--- config.mk ---
export PLATFORM = sky130hd
export DESIGN_NAME = bsg_chip_io_link_packet_serializer
export DESIGN_NICKNAME = d
export VERILOG_FILES = /design/src/rtl/bsg_chip_io_link_packet_serializer.sv
export SDC_FILE = /design/constraint.sdc
export NUM_CORES = 1
export LEC_CHECK = 0
export CAP_MARGIN = 20
export CORE_ASPECT_RATIO = 1.75
export CORE_MARGIN = 10
export CORE_UTILIZATION = 44
export CTS_CLUSTER_DIAMETER = 30
export CTS_CLUSTER_SIZE = 20
export DETAILED_ROUTE_END_ITERATION = 12
export GPL_TIMING_DRIVEN = 0
export PLACE_DENSITY = 0.77
export SETUP_SLACK_MARGIN = 0.02
export SLEW_MARGIN = 10
export SYNTH_ARGS = -nofsm -noshare
export SYNTH_HDL_FRONTEND = slang
export SYNTH_SLANG_ARGS = --single-unit
--- constraint.sdc ---
create_clock -name core_clk_i -period 1.8 [get_ports core_clk_i]
set_input_delay 0.18 -clock core_clk_i [delete_from_list [all_inputs] [get_ports core_clk_i]]
set_output_delay 0.18 -clock core_clk_i [all_outputs]
set_load 0.03 [all_outputs]
--- src/rtl/bsg_chip_io_link_packet_serializer.sv ---
// Packet-to-flit serializer feeding a chip IO link block.
// A whole packet (up to max_flits_p flits) is accepted in one handshake.
// Its flits 0..len are then streamed one per link handshake. When the last
// flit is accepted and another packet is already waiting, that packet is
// loaded in the same cycle, so no bubble appears between packets.
//
// Ports
//   core_clk_i        sole clock (rising edge)
//   core_reset_n_i    asynchronous active-low reset
//   v_i / ready_and_o packet handshake; data_i holds flit k at [k*W +: W]
//   len_i             flits in packet minus one
//   link_v_o / link_data_o / link_ready_and_i  flit handshake toward link
//   pkt_count_o       number of fully sent packets (wraps at 16 bits)
module bsg_chip_io_link_packet_serializer #(
  parameter  int link_width_p = 64,
  parameter  int max_flits_p  = 4,
  localparam int lg_flits_lp  = $clog2(max_flits_p)
) (
  input  logic                                 core_clk_i,
  input  logic                                 core_reset_n_i,
  input  logic                                 v_i,
  input  logic [link_width_p*max_flits_p-1:0]  data_i,
  input  logic [lg_flits_lp-1:0]               len_i,
  output logic                                 ready_and_o,
  output logic                                 link_v_o,
  output logic [link_width_p-1:0]              link_data_o,
  input  logic                                 link_ready_and_i,
  output logic [15:0]                          pkt_count_o
);

  typedef enum logic {IDLE, SEND} state_e;

  state_e                                     state_r, state_n;
  logic [max_flits_p-1:0][link_width_p-1:0]  data_r;
  logic [lg_flits_lp-1:0]                    len_r, cnt_r;
  logic [15:0]                               pkt_count_r;
  logic                                      last_hs;
  logic                                      load;

  always_comb begin
    state_n     = state_r;
    link_v_o    = 1'b0;
    link_data_o = '0;
    ready_and_o = 1'b0;
    last_hs     = 1'b0;
    case (state_r)
      IDLE: begin
        ready_and_o = core_reset_n_i;
        if (v_i) state_n = SEND;
      end
      SEND: begin
        // Valid never looks at ready, so the link sees a stable offer.
        link_v_o    = core_reset_n_i;
        link_data_o = data_r[cnt_r];
        last_hs     = link_ready_and_i && (cnt_r == len_r);
        // Only the cycle that frees the buffer may accept the next packet.
        ready_and_o = last_hs && core_reset_n_i;
        if (last_hs && !v_i) state_n = IDLE;
      end
      default: state_n = IDLE;
    endcase
  end

  assign load        = v_i && ready_and_o;
  assign pkt_count_o = pkt_count_r;

  always_ff @(posedge core_clk_i or negedge core_reset_n_i) begin
    if (!core_reset_n_i) begin
      state_r     <= IDLE;
      data_r      <= '0;
      len_r       <= '0;
      cnt_r       <= '0;
      pkt_count_r <= '0;
    end else begin
      state_r <= state_n;
      if (load) begin
        data_r <= data_i;
        len_r  <= len_i;
        cnt_r  <= '0;
      end else if (state_r == SEND && link_ready_and_i && !last_hs) begin
        cnt_r <= cnt_r + 1'b1;
      end
      if (last_hs) pkt_count_r <= pkt_count_r + 16'd1;
    end
  end

endmodule

Word-level counts from Yosys, hierarchy flattened
Cells that the tools add are included.
W data, S select, Z words.
{ "classes": {"addsub": 2, "magnitude_cmp": 1, "n_eq_ne": 1, "n_mux": 11, "n_bitwise": 1, "n_reduce_logical": 9} }
{ "op_table": {"columns": ["operator", "count"], "rows": [
  ["$bmux W64 S2", 1],
  ["$mux W64", 2],
  ["$add A16 B1 Y16 const B", 1],
  ["$logic_and A1 B1 Y1", 6],
  ["$mux W1", 4],
  ["$mux W2", 2],
  ["$pmux W1 S2", 2],
  ["$lt A2 B3 Y1 const B", 1],
  ["$add A2 B1 Y2 const B", 1],
  ["$eq A2 B2 Y1", 1],
  ["$logic_not A1 Y1", 2],
  ["$reduce_bool A2 Y1", 1],
  ["$not A1 Y1", 1]
]} }
{ "word_totals": {"regBits": 277, "inputBits": 262, "out_inout_bits": 82, "word_cells": 33} }

Longest topological paths before layout
Gate-level depths: netlist of the first run.
{ "logic_depth": {"ltp_word": 7, "ltp_mapped": 7, "mapped_depth_nobuf": 5} }

Worst setup path after synthesis of the first run
OpenSTA, ideal clock, no wires.
{ "synth_timing": {"kind": "reg-to-output", "start": "register cnt_r[0]", "end": "output link_data_o[48]", "t_arrival_ns": 1.760, "t_required_ns": 1.620, "setup_slack_ns": -0.140, "stages_incl_launch_ff": 6, "cell_sequence": "dfrtp_1 > buf_2 > buf_4 > buf_2 > mux4_2 > and2_1"} }
{ "synth_between": {"elab_chain_len": 3} }
{ "synth_lines": {"columns": ["item", "line_no", "source"], "rows": [
  ["start, declared", "35", "logic [lg_flits_lp-1:0] len_r, cnt_r;"],
  ["start signal, assigned", "81", "cnt_r <= cnt_r + 1'b1;"],
  ["$bmux W64 S2", "54", "link_data_o = data_r[cnt_r];"],
  ["$mux W64 (not written as such)", "54", null],
  ["$mux W64", "46", "case (state_r)"],
  ["end, declared", "26", "output logic [link_width_p-1:0] link_data_o,"]
]} }
No other way between the ends. The select of a mux whose other input is x is not followed.

Worst setup path in the final report of the first run
{ "layout_timing": {"start": "register cnt_r[0]", "end": "output link_data_o[52]"} }
The elaborated chain is that of the path after synthesis.

==> metrics.txt, run 1 <==
status=finished with violations; failing checks=hold timing, setup timing; layout cells sized above 1=48.8%; Synth Warn #=0; worst hold-check path type=in2async; CTS tree=built; Rows=83; core area=29200 sq um; Tot Pwr=41.5 mW; crit path launch type=flip-flop; Worst-Margin Slew=0.564 ns; pre-CTS setup slack=-0.973 ns; crit path kind=reg2out; CP Capture Type=primary output; crit share post-route=131%; clk_lat worst skew=0.54 ns; maximum level of the CTS H-tree=2; placed instance count=1507; pin count of the biggest net entering global routing=112; TritonCTS Buffers=41; DRT iter0 DRCs=310; max frequency=423 MHz; Fin Setup TNS=-145.63 ns; initial core utilization=44.3%; Final Skew=0.0189 ns; Top FF cell, synth=dfrtp_1; chip width=150 microns; CTS Sinks=277; CP required=1.62 ns; post-synthesis sequential area ratio=53.7%; first-pass GRT wire length=62.0 mm; RSZ-0062 raised after global routing=true; number of flops mapped to enable cells by yosys=0; Rel. slew slack=62.4%; Avg Cell Area, Syn=16.6 sq um; Net Count, Synth=1043; crit path DAT=2.18 ns; gpl congestion=0.839; final setup vio count=324; PortBufs=343; routed vias=8831; P_leak=9.22 nW; Hold Vio Cnt, Final=59; DR WL/cell=26.1 microns; aggregate global-route resource usage=22.3%; Final WS setup=-0.562 ns; FF-to-FF path depth=11; dominant cells by area after synthesis=dfrtp_1, mux2_4, mux4_2, mux2_1, mux2_2; Final Non-Filler Cells=1671; initial antenna violation count=12; Syn-to-layout area delta=60.6%; # IOs=344; vias in the first global route=10039; CTS clk-pin slew, worst paths=0.05 ns; DR vias/cell=5.28; ys async rst share=100%; maximum VDD drop=1200 uV; HPWL Detailed=28.2 mm; #FFs+latches synth=277; Synth Cell Area=12900 sq um; fin crit period=2.36 ns; post-synthesis cell count=780; Overflow after GRT=0; Max clock buf depth=3; TritonRoute pass-1 iters=4; Routed WL=43.7 mm; Max-Cap Viols=0; Root Buffer=clkbuf_16; antenna-violating nets left=0; Net count, final=1510; Max Slew Vio Count=0; height of the die=247 microns; Hold WS=-0.394 ns; post-synth top area share=53.7%; die area=36900 sq um; Yosys cell types=35; cell type with the largest total area after synthesis=dfrtp_1; crit path max fanout=8; pwr/cell area=2000 nW/um^2; DRC=0
critical path: stages (launching register included):
cell and delay, ns:
dfrtp_1 0.37, buf_12 0.17, buf_12 0.16, buf_12 0.13, mux4_2 0.50, and2_4 0.19, buf_6 0.13
flip-flops by register name, indices dropped and copies added (netlist names):
register,flops
len_r,2
pkt_count_o,16
data_r,256
state_r,1
cnt_r,2
logic make-up after synthesis:
kind of cell,after synthesis,synth area share (%)
compound gates,7,0.426
xor+xnor,18,1.34
fa+ha+maj,1,0.0968
buf+inv,53,3.05
flops,277,53.7
mux,323,36.6
simple gates,101,4.79
cell usage in the layout, fill, tap and decap left out, types with 11 or more instances in the layout:
cell	count
dfrtp_1	275
mux2_4	205
dlymetal6s2s_1	15
mux4_2	64
buf_12	52
and2_4	28
xnor2_1	11
and2_1	39
buf_2	30
buf_6	41
buf_4	26
buf_16	21
diode_2	12
mux2_2	47
clkbuf_16	55
clkdlybuf4s50_1	261
timing repair:
item,CTS,global route
hold endpoints to repair,59,59
setup buffers,41,14
gates cloned,20,11
pin swaps,4,5
setup endpoints to repair,354,357
gates resized for setup,574,124
Yosys cell counts (4+ instances only):
| library cell | count |
|---|---|
| mux4_2 | 64 |
| buf_8 | 10 |
| buf_2 | 12 |
| xnor2_1 | 11 |
| nand2_1 | 8 |
| dfrtp_1 | 277 |
| mux2_1 | 100 |
| clkbuf_1 | 11 |
| nand3_1 | 7 |
| buf_4 | 12 |
| mux2_4 | 100 |
| mux2_2 | 59 |
| buf_1 | 4 |
| xor2_1 | 5 |
| and2_1 | 67 |
per-layer routing:
metal / vias up / wire length, microns / track usage, %
met3: 119 / 2380 / 4.96
met4: 2 / 2300 / 13.3
met1: 4568 / 15100 / 23.1
li1: 3808 / - / -
met5: - / 18 / 0
met2: 334 / 23900 / 40.1
layout make-up:
type	count	area [sq um]
fillers	1847	8430
flip-flops and latches	277	6930
multi-input cells	450	6130
repair buffers	428	4950
clock buffers	51	1170
plain buffers	48	779
well taps	382	478
clock inverters	22	279
diodes	12	30.0
inverters	1	3.75
stage by stage:
| step | instance area [sq um] | util, % |
|---|---|---|
| 5_1_grt | 20700 | 71.1 |
| 3_5_place_dp | 17000 | 58.3 |
| 6_report | 20800 | 71.1 |
| 2_1_floorplan | 13000 | - |
| 4_1_cts | 20000 | 68.6 |
| 3_3_place_gp | 17000 | 58.1 |
power breakdown:
group | leakage (nW) | switching (mW) | total, mW | internal, mW
registers | 3.34 | 1.82 | 11.1 | 9.31
logic | 5.18 | 9.30 | 22.0 | 12.7
clock network | 0.707 | 3.00 | 8.35 | 5.35
total | 9.22 | 14.1 | 41.5 | 27.4
path summary, 6_finish.rpt:
check | startpoint | endpoint | slack, ns
worst max register to register | cnt_r[0] | data_r[70] | -0.52
worst min-delay path | core_reset_n_i | data_r[146] | -0.39
max in group asynchronous | core_reset_n_i | data_r[237] | 1.26
min in group core_clk_i | data_i[117] | data_r[117] | 0.24
worst min register to register | pkt_count_o[15] | pkt_count_o[15] | 0.46
worst max-delay path | cnt_r[0] | link_data_o[52] | -0.56
(Power assumes the default switching activity.)
==> run 2, diff against run 1 <==
Settings changed: CORE_MARGIN 10 to 4, MAX_ROUTING_LAYER set to met4.
==> metrics.txt, run 2 (same netlist as run 1, synthesis figures left out) <==
status=finished with violations; crit path DAT=2.25 ns; first-pass GRT wire length=58.6 mm; initial core utilization=44.8%; core area=28800 sq um; vias in the first global route=9993; most frequent cells in the layout=dfrtp_1, clkdlybuf4s50_1, mux2_4; CP Capture Type=primary output; Root Buffer=clkbuf_16; P_leak=9.47 nW; initial antenna violation count=23; RSZ-0062 raised after global routing=true; Final Skew=0.0172 ns; CP required=1.62 ns; GR Util met1=26.2%; Rel. slew slack=49.2%; cell chain of the critical path=buf_12, buf_12, buf_12, mux4_2, and2_4, buf_6; slowest CP cell=mux4_2; failing checks=hold timing, setup timing; CTS tree=built; die area=32300 sq um; end of the critical path=link_data_o[50]; crit-path max cell delay=0.52 ns; Hold Vio Cnt, Final=81; CTS Sinks=277; PortBufs=343; Final Non-Filler Cells=1673; Crit Reg-Reg Endpoint=data_r[207]; DRC=0; register bank with the most flops=data_r; Max clock buf depth=3; aggregate global-route resource usage=24.9%; TritonRoute pass-1 iters=7; Net count, final=1501; final core utilization=73.3%; Routed WL=43.0 mm; # IOs=344; R2R setup slack=-0.51 ns; gpl congestion=0.841; Crit path top cell by count=buf_12; DR WL/cell=25.7 microns; fin crit period=2.43 ns; chip width=138 microns; DR vias/cell=5.31; pwr/cell area=2070 nW/um^2; Overflow after GRT=0; crit path max fanout=5; Final WS setup=-0.626 ns; Hold WS=-0.402 ns; height of the die=235 microns; most common cell after layout, fill and taps aside=dfrtp_1; pre-CTS setup slack=-0.941 ns; maximum level of the CTS H-tree=2; crit share post-route=135%; Worst-Margin Slew=0.759 ns; clk_lat worst skew=0.53 ns; layout cells sized above 1=51.0%; Max Slew Vio Count=0; antenna-violating nets left=0; placed instance count=1503; crit path launch type=flip-flop; max reg flops=256; CTS clk-pin slew, worst paths=0.05 ns; Most Crowded Layer GR=met2; Critical Path Start=cnt_r[0]; Global Route met2 Usage=43.0%; Syn-to-layout area delta=63.6%; Max-Cap Viols=0; HPWL Detailed=26.5 mm; routed vias=8886; FF-to-FF path depth=9; maximum VDD drop=1510 uV; Tot Pwr=43.7 mW; final setup vio count=325; FF-to-FF Start=cnt_r[0]; Rows=82; TritonCTS Buffers=44; met3 usage=4.82%; crit path kind=reg2out; worst hold-check path type=in2async; DRT iter0 DRCs=283; pin count of the biggest net entering global routing=115; max frequency=412 MHz
[run 2: cell count changes in the layout (fill, tap and decap cells not counted), sizes merged]
| cell | change |
|---|---|
| buf | -18 |
| diode | +12 |
| clkbuf | +11 |
| clkinv | +3 |
| bufinv | +2 |
| clkinvlp | -2 |
| bufbuf | -1 |
| clkdlybuf4s50 | -1 |
| dlymetal6s2s | +1 |
| inv | -1 |
[run 2: per-layer routing]
metal	up-vias	wire length, microns
li1	3808	-
met1	4682	15000
met5	-	0
met3	94	2180
met2	302	23900
met4	0	1860
[run 2: worst min-delay path by stage]
stage                    from              to  slack, ns  depth (start not counted)
6_report       core_reset_n_i  pkt_count_o[8]      -0.40                          1
5_1_grt        core_reset_n_i  pkt_count_o[8]      -0.38                          1
4_1_cts        core_reset_n_i      data_r[60]      -0.33                          1
3_5_place_dp   core_reset_n_i  pkt_count_o[8]       0.24                          1
3_3_place_gp       data_r[84]      data_r[84]       0.46                          1
2_1_floorplan  core_reset_n_i        cnt_r[0]      -0.12                          0
[run 2: final cells by class]
cell class                 count  area, sq um
antenna                       24         60.1
buffer                        46          748
clock buffer                  55         1210
clock inverter                24          328
fill                        1739         7690
inverter                       1         3.75
multi-input combinational    450         6380
sequential                   277         6940
tap                          378          473
timing repair buffer         418         5000
[run 2: report_power, final]
part           internal [mW]  switching (mW)  total, mW
Clock                   5.80            3.05       8.84
Sequential              9.32            1.89       11.2
Combinational           14.2            9.50       23.7
[run 2: repair_timing]
action                                 CTS  global route
setup buffers                           10            35
endpoints found under the hold margin   81            81
setup endpoints to repair              354           352
gates resized for setup                529           309
cloned                                  15            19
pin swaps                                1            12
[run 2: worst max-delay path, delay by kind of cell, from the launching register on]
kind	cells	cell delay [ns]
buf+inv	4	0.58
mux	1	0.52
flops	1	0.43
simple gates	1	0.18
[run 2: stage by stage]
stage / TNS [ns] / instance area (sq um)
6_report: -145.33 / 21100
5_1_grt: -162.98 / 21100
4_1_cts: -123.81 / 19600
3_5_place_dp: -150.18 / 17000
3_3_place_gp: -5987.02 / 17000
2_1_floorplan: -1.04 / 13000
